==> src/rtl/rib_uart_pkg.sv <==
// rib_uart_pkg: register offsets, CTRL/STATUS bit indices and FSM encodings shared by the UART.
package rib_uart_pkg;
    localparam logic [7:0] UART_CTRL   = 8'h00;
    localparam logic [7:0] UART_STATUS = 8'h04;
    localparam logic [7:0] UART_BAUD   = 8'h08;
    localparam logic [7:0] UART_TXDATA = 8'h0C;
    localparam logic [7:0] UART_RXDATA = 8'h10;
    localparam logic [7:0] UART_RXPOP  = 8'h14;
    localparam int CTRL_TX_EN = 0;
    localparam int CTRL_RX_EN = 1;
    localparam int CTRL_RX_IE = 2;
    localparam int CTRL_TX_IE = 3;
    localparam int STAT_RX_OVERRUN = 4;
    localparam int STAT_FRAME_ERR  = 5;
    localparam logic [15:0] BAUD_MIN = 16'd4;
    typedef enum logic [1:0] {S_IDLE, S_START, S_DATA, S_STOP} uart_state_t;
    function automatic logic [15:0] eff_baud(input logic [15:0] n);
        return (n < BAUD_MIN) ? BAUD_MIN : n;
    endfunction
endpackage

==> src/rtl/rib_uart_fifo.sv <==
// uart_fifo: circular FIFO with a combinational head; a pop frees room for a same-cycle push.
module uart_fifo #(
    parameter int WIDTH = 8,
    parameter int DEPTH = 4
) (
    input  logic             clk,
    input  logic             rst,
    input  logic             push,
    input  logic [WIDTH-1:0] din,
    input  logic             pop,
    output logic [WIDTH-1:0] dout,
    output logic             full,
    output logic             empty
);
    localparam int AW = $clog2(DEPTH);
    localparam int CW = AW + 1;
    logic [WIDTH-1:0] r_mem [DEPTH];
    logic [AW-1:0]    r_wp;
    logic [AW-1:0]    r_rp;
    logic [CW-1:0]    r_cnt;
    logic             w_pop;
    logic             w_push;
    assign full   = r_cnt == CW'(DEPTH);
    assign empty  = r_cnt == '0;
    assign dout   = r_mem[r_rp];
    assign w_pop  = pop & !empty;
    assign w_push = push & (!full | w_pop);
    always_ff @(posedge clk or posedge rst) begin
        if (rst) begin
            r_wp  <= '0;
            r_rp  <= '0;
            r_cnt <= '0;
        end else begin
            if (w_push) r_wp <= r_wp + 1'b1;
            if (w_pop) r_rp <= r_rp + 1'b1;
            r_cnt <= r_cnt + CW'(w_push) - CW'(w_pop);
        end
    end
    always_ff @(posedge clk) begin
        if (w_push) r_mem[r_wp] <= din;
    end
endmodule

==> src/rtl/rib_uart.sv <==
// rib_uart: RIB slave UART with 8N1 TX/RX FSMs, 4-entry FIFOs, baud divisor and level interrupt.
module rib_uart
    import rib_uart_pkg::*;
#(
    parameter int          FIFO_DEPTH = 4,
    parameter logic [15:0] BAUD_RST   = 16'd434
) (
    input  logic        clk,
    input  logic        rst,
    input  logic [31:0] addr_i,
    input  logic [31:0] data_i,
    input  logic        we_i,
    output logic [31:0] data_o,
    output logic        tx_pin,
    input  logic        rx_pin,
    output logic        irq_o
);
    logic [3:0]  r_ctrl;
    logic [15:0] r_baud;
    logic        r_ovr;
    logic        r_ferr;
    logic        r_irq;
    logic [7:0]  w_addr;
    logic        w_wr_status;
    logic        w_wr_txdata;
    logic        w_wr_rxpop;
    logic        w_unused;
    assign w_addr      = addr_i[7:0];
    assign w_wr_status = we_i & (w_addr == UART_STATUS);
    assign w_wr_txdata = we_i & (w_addr == UART_TXDATA);
    assign w_wr_rxpop  = we_i & (w_addr == UART_RXPOP);
    assign w_unused    = ^{addr_i[31:8], data_i[31:16]};
    logic [7:0] w_tx_dout;
    logic [7:0] w_rx_dout;
    logic       w_tx_full, w_tx_empty, w_tx_pop;
    logic       w_rx_full, w_rx_empty, w_rx_push, w_rx_ferr;
    // TX writes into a full FIFO are dropped even if the FSM pops that cycle
    uart_fifo #(.WIDTH(8), .DEPTH(FIFO_DEPTH)) u_tx_fifo (
        .clk(clk), .rst(rst), .push(w_wr_txdata & !w_tx_full), .din(data_i[7:0]),
        .pop(w_tx_pop), .dout(w_tx_dout), .full(w_tx_full), .empty(w_tx_empty)
    );
    uart_fifo #(.WIDTH(8), .DEPTH(FIFO_DEPTH)) u_rx_fifo (
        .clk(clk), .rst(rst), .push(w_rx_push), .din(r_rx_sh),
        .pop(w_wr_rxpop), .dout(w_rx_dout), .full(w_rx_full), .empty(w_rx_empty)
    );
    uart_state_t r_tx_st, w_tx_nx;
    logic [15:0] r_tx_cnt, r_tx_n;
    logic [2:0]  r_tx_bit;
    logic [7:0]  r_tx_sh;
    logic        w_tx_tick, w_tx_go;
    assign w_tx_tick = r_tx_cnt == r_tx_n - 16'd1;
    assign w_tx_go   = r_ctrl[CTRL_TX_EN] & !w_tx_empty;
    assign tx_pin    = (r_tx_st == S_START) ? 1'b0 : (r_tx_st == S_DATA) ? r_tx_sh[0] : 1'b1;
    always_comb begin
        w_tx_nx  = r_tx_st;
        w_tx_pop = 1'b0;
        case (r_tx_st)
            S_IDLE:  if (w_tx_go) begin w_tx_nx = S_START; w_tx_pop = 1'b1; end
            S_START: if (w_tx_tick) w_tx_nx = S_DATA;
            S_DATA:  if (w_tx_tick && r_tx_bit == 3'd7) w_tx_nx = S_STOP;
            S_STOP:  if (w_tx_tick) begin w_tx_nx = w_tx_go ? S_START : S_IDLE; w_tx_pop = w_tx_go; end
            default: w_tx_nx = S_IDLE;
        endcase
    end
    always_ff @(posedge clk or posedge rst) begin
        if (rst) begin
            r_tx_st  <= S_IDLE;
            r_tx_cnt <= '0;
            r_tx_n   <= eff_baud(BAUD_RST);
            r_tx_bit <= '0;
            r_tx_sh  <= '0;
        end else begin
            r_tx_st <= w_tx_nx;
            if (w_tx_pop) begin
                r_tx_sh  <= w_tx_dout;
                r_tx_n   <= eff_baud(r_baud);
                r_tx_cnt <= '0;
                r_tx_bit <= '0;
            end else if (r_tx_st != S_IDLE) begin
                r_tx_cnt <= w_tx_tick ? '0 : r_tx_cnt + 16'd1;
                if (w_tx_tick && r_tx_st == S_DATA) begin
                    r_tx_sh  <= r_tx_sh >> 1;
                    r_tx_bit <= r_tx_bit + 3'd1;
                end
            end
        end
    end
    uart_state_t r_rx_st, w_rx_nx;
    logic [15:0] r_rx_cnt, r_rx_n;
    logic [2:0]  r_rx_bit;
    logic [7:0]  r_rx_sh;
    logic        r_rx_s1, r_rx_s2, r_rx_wait;
    logic        w_rx_tick, w_rx_half;
    assign w_rx_tick = r_rx_cnt == r_rx_n - 16'd1;
    assign w_rx_half = r_rx_cnt == (r_rx_n >> 1) - 16'd1;
    always_comb begin
        w_rx_nx   = r_rx_st;
        w_rx_push = 1'b0;
        w_rx_ferr = 1'b0;
        case (r_rx_st)
            S_IDLE:  if (r_ctrl[CTRL_RX_EN] && !r_rx_wait && !r_rx_s2) w_rx_nx = S_START;
            S_START: if (w_rx_half) w_rx_nx = r_rx_s2 ? S_IDLE : S_DATA;
            S_DATA:  if (w_rx_tick && r_rx_bit == 3'd7) w_rx_nx = S_STOP;
            S_STOP:  if (w_rx_tick) begin w_rx_nx = S_IDLE; w_rx_push = r_rx_s2; w_rx_ferr = !r_rx_s2; end
            default: w_rx_nx = S_IDLE;
        endcase
    end
    // after a framing error the line must return high before a new start bit is accepted
    always_ff @(posedge clk or posedge rst) begin
        if (rst) begin
            r_rx_s1   <= 1'b1;
            r_rx_s2   <= 1'b1;
            r_rx_st   <= S_IDLE;
            r_rx_wait <= 1'b0;
            r_rx_cnt  <= '0;
            r_rx_n    <= eff_baud(BAUD_RST);
            r_rx_bit  <= '0;
            r_rx_sh   <= '0;
        end else begin
            r_rx_s1   <= rx_pin;
            r_rx_s2   <= r_rx_s1;
            r_rx_st   <= w_rx_nx;
            r_rx_wait <= w_rx_ferr | (r_rx_wait & !r_rx_s2);
            if (r_rx_st == S_IDLE) begin
                r_rx_cnt <= '0;
                r_rx_bit <= '0;
                r_rx_n   <= eff_baud(r_baud);
            end else begin
                r_rx_cnt <= (w_rx_tick || (r_rx_st == S_START && w_rx_half)) ? '0 : r_rx_cnt + 16'd1;
                if (w_rx_tick && r_rx_st == S_DATA) begin
                    r_rx_sh  <= {r_rx_s2, r_rx_sh[7:1]};
                    r_rx_bit <= r_rx_bit + 3'd1;
                end
            end
        end
    end
    always_ff @(posedge clk or posedge rst) begin
        if (rst) begin
            r_ctrl <= '0;
            r_baud <= BAUD_RST;
            r_ovr  <= 1'b0;
            r_ferr <= 1'b0;
            r_irq  <= 1'b0;
        end else begin
            if (we_i && w_addr == UART_CTRL) r_ctrl <= data_i[3:0];
            if (we_i && w_addr == UART_BAUD) r_baud <= data_i[15:0];
            r_ovr  <= (r_ovr & !(w_wr_status & data_i[STAT_RX_OVERRUN])) | (w_rx_push & w_rx_full & !w_wr_rxpop);
            r_ferr <= (r_ferr & !(w_wr_status & data_i[STAT_FRAME_ERR])) | w_rx_ferr;
            r_irq  <= (!w_rx_empty & r_ctrl[CTRL_RX_IE]) | (w_tx_empty & r_ctrl[CTRL_TX_IE]);
        end
    end
    assign irq_o = r_irq;
    always_comb begin
        data_o = '0;
        case (w_addr)
            UART_CTRL:   data_o = {28'h0, r_ctrl};
            UART_STATUS: data_o = {26'h0, r_ferr, r_ovr, !w_rx_empty, w_tx_empty, w_tx_full, r_tx_st != S_IDLE};
            UART_BAUD:   data_o = {16'h0, r_baud};
            UART_RXDATA: data_o = w_rx_empty ? 32'h0 : {24'h0, w_rx_dout};
            default:     data_o = '0;
        endcase
    end
endmodule

==> config.mk <==
export PLATFORM = sky130hd
export DESIGN_NAME = rib_uart
export DESIGN_NICKNAME = d
export VERILOG_FILES = /design/src/rtl/rib_uart_pkg.sv /design/src/rtl/rib_uart_fifo.sv /design/src/rtl/rib_uart.sv
export SDC_FILE = /design/constraint.sdc
export NUM_CORES = 1
export LEC_CHECK = 0
export BUFFER_PORTS_ARGS = -buffer_cell sky130_fd_sc_hd__buf_4
export CAP_MARGIN = 15
export CORE_MARGIN = 4
export CORE_UTILIZATION = 55
export DETAILED_ROUTE_END_ITERATION = 10
export GPL_ROUTABILITY_DRIVEN = 0
export PLACE_DENSITY = 0.84
export SLEW_MARGIN = 20
export SYNTH_ARGS = -nofsm -noshare
export SYNTH_HDL_FRONTEND = slang
export SYNTH_HIERARCHICAL = 1
export SYNTH_SLANG_ARGS = --single-unit
==> constraint.sdc <==
create_clock -name clk -period 6.8 [get_ports clk]
set_input_delay 1.02 -clock clk [delete_from_list [all_inputs] [get_ports clk]]
set_output_delay 1.02 -clock clk [all_outputs]
set_load 0.03 [all_outputs]
==> results of run 1 <==
[cell type report]
cell class | instances | area, um^2 | area share, %
clock inverter | 10 | 75.07 | 0.6683
multi-input combinational | 614 | 4667 | 41.55
inverter | 43 | 163.9 | 1.459
clock buffer | 22 | 465.4 | 4.143
tap | 229 | 286.5 | 2.551
sequential | 194 | 5196 | 46.26
timing repair buffer | 50 | 379.1 | 3.375
[critical path, stage by stage (launching register included)]
cell and delay (ns):
dfrtp_1 0.44, inv_1 0.08, ha_1 0.26, or4b_1 0.64, nor4b_1 0.40, xnor2_1 0.19
o2111ai_1 0.20, a2111oi_4 0.52, a31oi_1 0.20, nor3_4 0.27, inv_1 0.11, a21boi_2 0.38
a21bo_1 0.19, ha_1 0.18, fa_1 0.42
[final timing paths]
check / from / end / cells after the start
worst max-delay path: r_tx_n[0] / u_tx_fifo/r_cnt[1] / 14
worst min-delay path: r_rx_s1 / r_rx_s2 / 0
worst max register to register: r_tx_n[0] / u_tx_fifo/r_cnt[1] / 14
worst min register to register: r_rx_s1 / r_rx_s2 / 0
max in group asynchronous: rst / r_rx_n[15] / 3
min in group asynchronous: rst / u_tx_fifo/r_cnt[1] / 2
[logic make-up (layout without fill, tap and decap cells)]
family	after synthesis	count (layout)	share of synthesized area, %
muxes	93	93	11.85
adders and majority gates	25	25	3.190
AOI/OAI and AO/OA	110	110	7.902
xor gates and xnor gates	89	89	7.586
DFF	194	194	50.57
and+or+nand+nor	281	281	14.26
other	1	16	0.03649
buffers and inverters	104	125	4.615
[metal layers]
metal  GRT usage, %  share of wire, %
met5              0                 0
met1          28.60                43
met2          34.63                51
met3          3.451               4.4
met4          7.216               2.3
[cells in the final DEF, fill, tap and decap left out, types with 18 or more instances in the layout]
master     instances
and2_1            25
buf_4             49
nand3_1           31
ha_1              23
mux2_2            50
nand2_1           78
clkbuf_16         18
xnor2_1           63
inv_1             42
o21ai_0           24
edfxtp_1          64
xor2_1            26
nor2_1            51
dfrtp_1          113
[power by group through the flow]
stage	Sequential [mW]	Clock, mW	Combinational [mW]
2_1_floorplan	1.39	0	0.902
3_3_place_gp	1.48	0	0.970
3_5_place_dp	1.49	0	1.01
4_1_cts	1.47	0.947	1.02
5_1_grt	1.49	0.990	1.13
6_report	1.47	0.929	1.02
[flip-flops by register name, summed over array words and instances, names as in the netlist, 3 cells and up, named ones only]
register	count
r_tx_bit	3
r_tx_sh	8
r_baud	16
r_rx_sh	8
r_rx_cnt	16
r_rx_bit	3
r_rx_n	16
u_rx_fifo/r_cnt	3
r_tx_cnt	16
u_tx_fifo/r_cnt	3
r_ctrl	4
r_tx_n	16
u_rx_fifo/r_mem	32
u_tx_fifo/r_mem	32
[cells in the mapped netlist, drive strengths merged (18+ instances only)]
master	number	area, um^2
ha	23	287.8
clkbuf	32	120.1
xor2	26	227.7
o21ai	24	120.1
nand3	31	155.2
nor2	51	191.4
xnor2	63	551.8
buf	29	192.7
inv	43	161.4
edfxtp	64	1922
nor4	18	125.1
mux2	63	716.9
dfrtp	113	2828
nand2	78	292.8
nor3	18	101.4
and2	25	156.4
[through the flow]
step                area (um^2)  worst slack [ns]
floorplan                 10330             2.520
global route              11230             1.898
CTS                       11230             2.219
global placement          10690             2.421
detailed placement        10690             2.227
finish                    11230             2.188
==> metrics.yaml, run 1 <==
p_clk_share_pct: 27.2
cts_tree: "built"
arrival_ns: 4.92
synth_area_per_cell_um2: 11.46
status: "completed"
leakage_nw: 4.759
slew_viol_final: 0
min_period_over_period_pct: 67.83
crit_path_max_fanout: 9
die-height_um: 144.7
setup_viol: 0
final_antenna_net_count: 0
n_fill_cell: 1368
synth-edff-count: 64
clk-insertion-delay-late_ns: 0.43
cts_setup_buffers: 0
final_layout_size_suffix_gt1_share_pct: 19.29
grt_use_total_pct: 21.02
syn2layout_area_growth_pct: 9.315
worstSetupStartpointType: "flip-flop"
synthCells: 897
cts_hold_buffers: 0
finClkSkew_ns: 0.009416
post-route-util_pct: 61.90
yosysWarnings: 6
wl_per_cell_um: 18.06
clkTransAtPathRegs_ns: 0.07
setup_tns_ns: 0
hold_ws_ns: 0.3629
firstDrtPassIters: 8
grt_max_degree: 83
cts_resized: 0
hold_path.class: "reg2reg"
synth-seq-area-share_pct: 50.57
viasPerCell: 5.916
grt_pass1_vias: 6674
cts.sinks: 194
initial_core_util_pct: 56.63
rsz0062_at_grt: "false"
hold_violations: 0
cts_buffers: 17
grt_antenna_before_repair: 0
core-area_um2: 18150
final_cells: 1162
die_area_um2: 20940
seqPwrFrac_pct: 43.0
max-clock-path-buffers: 2
diodes: 0
ys_ff_latch: 194
min_period_ns: 4.612
required_ns: 7.11
ir_drop_v: 0.0002129
end_kind: "flip-flop"
dr.first_iter.drc_count: 622
boundaryPins: 102
std_cell_rows: 49
netSwitchingPower_mw: 1.144
vias: 6874
netlist_area_um2: 10280
overflow: 0
yosysUniqueCellTypes: 74
drt-total-wl_um: 20990
r2r_slack_ns: 2.19
portBuffers: 45
max_cap_violations: 0
max_freq_mhz: 216.8
powerDensity_nw_per_um2: 304.5
worstMarginPinSlew_ns: 0.9854
internal_power_mw: 2.276
async_reset_ff_share_pct: 67.01
cts_max_level: 4
ys.flop_type: "dfrtp_1"
dpl.hpwl_um: 14670
grt_pass1_wl_um: 34540
drc_errors: 0
worstSetupPathType: "reg2reg"
power_mw: 3.420
dp_cells: 1130
nets: 1013
switching_share_pct: 33.45
die_w_um: 144.7
clock-root-buffer: "clkbuf_16"
combPwrFrac_pct: 29.9
max_slew_margin_pct: 34.02
No activity file was read; power rests on OpenSTA's default activity.
==> inputs of run 2 (changes only) <==
--- a/config.mk
+++ b/config.mk
@@ -8,10 +8,10 @@
 export BUFFER_PORTS_ARGS = -buffer_cell sky130_fd_sc_hd__buf_4
 export CAP_MARGIN = 15
 export CORE_MARGIN = 4
-export CORE_UTILIZATION = 55
+export CORE_UTILIZATION = 54
 export DETAILED_ROUTE_END_ITERATION = 10
 export GPL_ROUTABILITY_DRIVEN = 0
-export PLACE_DENSITY = 0.84
+export PLACE_DENSITY = 0.86
 export SLEW_MARGIN = 20
 export SYNTH_ARGS = -nofsm -noshare
 export SYNTH_HDL_FRONTEND = slang
==> constraint.sdc (replaced) <==
create_clock -name clk -period 4.1 [get_ports clk]
set_input_delay 0.615 -clock clk [delete_from_list [all_inputs] [get_ports clk]]
set_output_delay 0.615 -clock clk [all_outputs]
set_load 0.03 [all_outputs]
==> metrics.yaml, run 2 (same netlist as run 1, synthesis figures left out) <==
final_antenna_net_count: 0
max_cap_violations: 0
grt_max_degree: 72
worstMarginPinSlew_ns: 0.9279
max-clock-path-buffers: 2
nets: 1041
drc_errors: 0
viasPerCell: 6.023
layout_common_cells: "dfrtp_1 (113), nand2_1 (78), buf_4 (77), edfxtp_1 (64), xnor2_1 (62)"
grt_pass1_wl_um: 35670
arrival_ns: 4.47
worstSetupPathType: "reg2reg"
ir_drop_v: 0.0003797
end_kind: "flip-flop"
max_freq_mhz: 243.1
cts_tree: "built"
clkTransAtPathRegs_ns: 0.08
clock-root-buffer: "clkbuf_16"
min_period_over_period_pct: 100.3
std_cell_rows: 50
wl_per_cell_um: 18.88
final_layout_size_suffix_gt1_share_pct: 23.31
endpoint: "u_tx_fifo/r_cnt[2]"
crit_chain: "inv_1, ha_4, or4b_4, or3_1, o221ai_1, nand4_1, a2111oi_4, a31oi_2, nor3_4, o31ai_4, or2_4, a21bo_1, ha_2, fa_2, xnor2_2, xnor2_1"
initial_core_util_pct: 54.94
finClkSkew_ns: 0.01518
top_layer_used: "met4"
min_period_ns: 4.113
firstDrtPassIters: 6
cp_top_family: "simple AND/OR/NAND/NOR gates"
portBuffers: 45
setup_viol: 1
grt_use_total_pct: 20.71
cp_slowest_stage_delay_ns: 0.51
hold_violations: 0
cp.depth: 16
wl_met3_um: 1069
drt-total-wl_um: 22560
slew_viol_final: 0
grt_antenna_before_repair: 0
worstReg2RegEnd: "u_tx_fifo/r_cnt[2]"
dpl.hpwl_um: 15150
ff2ff_path_depth: 16
boundaryPins: 102
grt_pass1_vias: 6998
worstSetupStartpointType: "flip-flop"
final_common_cell: "dfrtp_1"
status: "finished, violations left"
violations: "negative setup slack"
crit_buf_inv: 1
crit-reg2reg-launch: "r_tx_n[1]"
required_ns: 4.46
largest_registers: "u_rx_fifo/r_mem x32, u_tx_fifo/r_mem x32"
powerDensity_nw_per_um2: 518.2
crit_path_max_fanout: 8
cts_buffers: 17
post_dp_cell_area_um2: 10880
setup_slack_ns: -0.01298
diodes: 0
syn2layout_area_growth_pct: 12.86
clk-insertion-delay-late_ns: 0.44
cts.sinks: 194
dr.first_iter.drc_count: 790
die_area_um2: 21300
die_w_um: 146.0
leakage_nw: 4.941
dr_wl_met2_um: 11530
hold_ws_ns: 0.1335
stdcell_area_um2: 11600
drt-met1-wl_um: 9295
max_slew_margin_pct: 38.14
cts_max_level: 4
overflow: 0
hold_path.class: "in2async"
r2r_slack_ns: -0.01
vias: 7198
cp_slowest_cell: "or4b_4"
core-area_um2: 18710
die-height_um: 146.0
crit_start: "r_tx_n[1]"
setup_tns_ns: -0.01298
run 2: cell type report:
class	count	area, um^2
multi-input cells	614	4750
inverters	43	163.9
clock inverters	14	167.7
clock buffers	18	429.2
fillers	1314	7108
repair buffers	78	598.1
well taps	234	292.8
flip-flops and latches	194	5196
run 2: routing by layer:
metal	GRT usage [%]	vias to the layer above
met5	0	-
met4	9.592	0
met3	3.831	55
met2	34.26	275
met1	26.59	3599
li1	-	3269
run 2: timing repair:
item	CTS	global route
hold buffers	0	0
hold endpoints to repair	0	0
endpoints found under the setup margin	7	58
setup buffers	0	10
cloned	0	0
pin swaps	1	9
gates resized for setup	2	8
run 2: worst min path at each step:
stage / endpoint
final: u_tx_fifo/r_wp[1]
after global routing: u_tx_fifo/r_rp[0]
after CTS: u_rx_fifo/r_cnt[2]
after detailed placement: r_rx_s2
after global placement: r_rx_s2
after floorplan: r_rx_s2
run 2: power breakdown:
group	total (mW)	switching [mW]	internal (mW)
clock network	1.68	0.762	0.918
registers	2.44	0.275	2.17
logic	1.89	1.01	0.874
run 2: through the flow:
step	setup WS [ns]	instances	total power [mW]	util, %
2_1_floorplan	-0.1404	912	3.832	-
3_3_place_gp	0.1394	1153	4.156	58.15
3_5_place_dp	0.01420	1153	4.254	58.15
4_1_cts	0.001534	1185	5.947	61.41
5_1_grt	-0.07746	1195	6.301	62.00
6_report	-0.01298	1195	6.010	62.00
==> inputs of run 3 (changes only) <==
--- a/config.mk
+++ b/config.mk
@@ -5,13 +5,14 @@
 export SDC_FILE = /design/constraint.sdc
 export NUM_CORES = 1
 export LEC_CHECK = 0
+export ABC_AREA = 1
 export BUFFER_PORTS_ARGS = -buffer_cell sky130_fd_sc_hd__buf_4
 export CAP_MARGIN = 15
 export CORE_MARGIN = 4
-export CORE_UTILIZATION = 54
+export CORE_UTILIZATION = 55
 export DETAILED_ROUTE_END_ITERATION = 10
 export GPL_ROUTABILITY_DRIVEN = 0
-export PLACE_DENSITY = 0.86
+export PLACE_DENSITY = 0.87
 export SLEW_MARGIN = 20
 export SYNTH_ARGS = -nofsm -noshare
 export SYNTH_HDL_FRONTEND = slang
==> metrics.yaml, run 3 <==
status: "completed"
cts_resized: 0
leakage_nw: 5.875
core-area_um2: 20300
largest_registers: "u_rx_fifo/r_mem x32, u_tx_fifo/r_mem x32"
wl_per_cell_um: 15.07
grt_pass1_vias: 9104
cts_buffers: 17
crit_start: "r_rx_n[2]"
final_layout_size_suffix_gt1_share_pct: 11.23
nets: 1549
std_cell_rows: 52
worstSetupPathType: "reg2reg"
clock-root-buffer: "clkbuf_16"
max_slew_margin_pct: 29.30
synth_largest_area_cell: "dfrtp_1"
setup_slack_ns: 0.3637
drc_errors: 0
cts_max_level: 4
crit_chain: "inv_1, ha_1, nand2_1, nor2_1, o21ai_0, nand2_1, nand2_1, nor3_1, nand3_1, nor2_1, nand3_1, nor2_1, nand2_1, nor3_1, nand3b_1, nand2_1, ha_1, fa_1, xnor2_1"
n_fill_cell: 1633
cts_hold_buffers: 0
worstSetupStartpointType: "flip-flop"
synth-edff-count: 64
cts_setup_buffers: 0
post-synth-top-count-cell: "nand2_1"
crit_path_frequent_cell: "nand2_1"
finClkSkew_ns: 0.01252
ys_ff_latch: 194
multi_input_area_um2: 5079
synth-seq-area-share_pct: 45.66
final_antenna_net_count: 0
grt_antenna_before_repair: 0
ys_top_cells_by_area: "dfrtp_1 (25%), edfxtp_1 (17%), nand2_1 (12%), inv_1 (6.3%), nor2_1 (5.2%)"
syn2layout_area_growth_pct: 9.038
initial_core_util_pct: 56.06
boundaryPins: 102
pre_cts_ws_ns: 0.4732
slew_viol_final: 0
crit-reg2reg-launch: "r_rx_n[2]"
cts.sinks: 194
hold_path.class: "in2async"
dr.first_iter.drc_count: 922
post-route-util_pct: 61.13
yosysUniqueCellTypes: 54
synthCells: 1421
cp_slowest_cell: "dfrtp_1"
clk-insertion-delay-late_ns: 0.45
powerDensity_nw_per_um2: 498.8
worstMarginPinSlew_ns: 1.061
viasPerCell: 5.450
diodes: 0
hold_violations: 0
dpl.hpwl_um: 18950
ff2ff_path_depth: 19
firstDrtPassIters: 6
arrival_ns: 4.10
grtUsageMet2_pct: 37.70
busiest_layer: "met2"
final_common_cell: "nand2_1"
portBuffers: 45
end_kind: "flip-flop"
ir_drop_v: 0.0003393
r2r_slack_ns: 0.36
die_area_um2: 23060
min_period_over_period_pct: 91.13
worstReg2RegEnd: "u_rx_fifo/r_cnt[2]"
min_period_ns: 3.736
rsz0062_at_grt: "false"
cp_slowest_stage_delay_ns: 0.41
layout.area.seq_um2: 5197
vias: 9478
synth_top_area_share_pct: 24.85
die_w_um: 151.8
yosysWarnings: 6
max_freq_mhz: 267.6
drt-total-wl_um: 26210
ys.flop_type: "dfrtp_1"
setup_viol: 0
die-height_um: 151.8
grt_max_degree: 73
overflow: 0
grt_use_total_pct: 22.89
crit_path_max_fanout: 6
gr-usage-met1_pct: 29.06
synthTopCellsByCount: "nand2_1 (365), inv_1 (192), nor2_1 (158)"
endpoint: "u_rx_fifo/r_cnt[2]"
synth_area_per_cell_um2: 8.008
required_ns: 4.46
clkTransAtPathRegs_ns: 0.08
async_reset_ff_share_pct: 67.01
max-clock-path-buffers: 2
power_mw: 6.189
grt_use_met3_pct: 4.608
netlist_area_um2: 11380
setup_tns_ns: 0
max_cap_violations: 0
grt_pass1_wl_um: 43480
cts_tree: "built"
layout_common_cells: "nand2_1 (365), inv_1 (191), nor2_1 (158), dfrtp_1 (112), nand3_1 (90)"
[run 3: changes by cell type after synthesis, sizes merged, moves of 63 or more]
cell / delta
o21ai: +64
nor2: +122
nand3: +64
inv: +153
nand2: +299
mux2: -63
[run 3: per-layer routing]
metal	share of wire [%]	wire length (um)
met3	7.7	2021
met5	0	0
met2	48	12710
met1	40	10550
met4	3.5	924
[run 3: cell type report]
| cell class | count | share of cell area (%) |
|---|---|---|
| repair buffers | 60 | 3.630 |
| clock inverters | 14 | 1.341 |
| flip-flops and latches | 194 | 41.89 |
| multi-input cells | 987 | 40.93 |
| inverters | 196 | 5.949 |
| clock buffers | 18 | 3.539 |
| well taps | 270 | 2.723 |
[run 3: report_power, final]
group / internal, mW / total (mW) / leakage (nW) / switching [mW]
clock network: 0.887 / 1.71 / 0.295 / 0.819
logic: 0.694 / 1.94 / 3.28 / 1.24
registers: 2.22 / 2.55 / 2.30 / 0.325
[run 3: logic make-up after synthesis]
family / synth area share, %
flip-flops: 45.66
adder cells (fa/ha/maj): 2.881
buffers and inverters: 10.25
XOR/XNOR: 4.849
AO/OA/AOI/OAI: 8.598
AND/OR/NAND/NOR: 27.73
other: 0.03295
[run 3: critical path, delay by kind of cell (launching register included)]
family	cells	cell delay, ns
simple gates	13	1.89
xor+xnor	1	0.18
buf+inv	1	0.16
flops	1	0.41
compound gates	1	0.14
fa+ha+maj	3	0.87
[run 3: worst min-delay path by stage]
stage | cells past startpoint | end | slack (ns) | startpoint
after floorplan | 0 | r_rx_s2 | 0.35 | r_rx_s1
after global placement | 0 | r_rx_s2 | 0.35 | r_rx_s1
after global routing | 2 | u_tx_fifo/r_rp[1] | 0.14 | rst
after CTS | 2 | u_rx_fifo/r_wp[0] | 0.12 | rst
final | 2 | u_rx_fifo/r_cnt[0] | 0.12 | rst
after detailed placement | 0 | r_rx_s2 | 0.35 | r_rx_s1
[run 3: stage by stage]
step | hold slack [ns] | instances | cell area [um^2]
floorplan | 0.3452 | 1436 | 11440
global placement | 0.3467 | 1707 | 11800
detailed placement | 0.3469 | 1707 | 11800
CTS | 0.1219 | 1739 | 12400
global route | 0.1403 | 1739 | 12410
finish | 0.1236 | 1739 | 12410
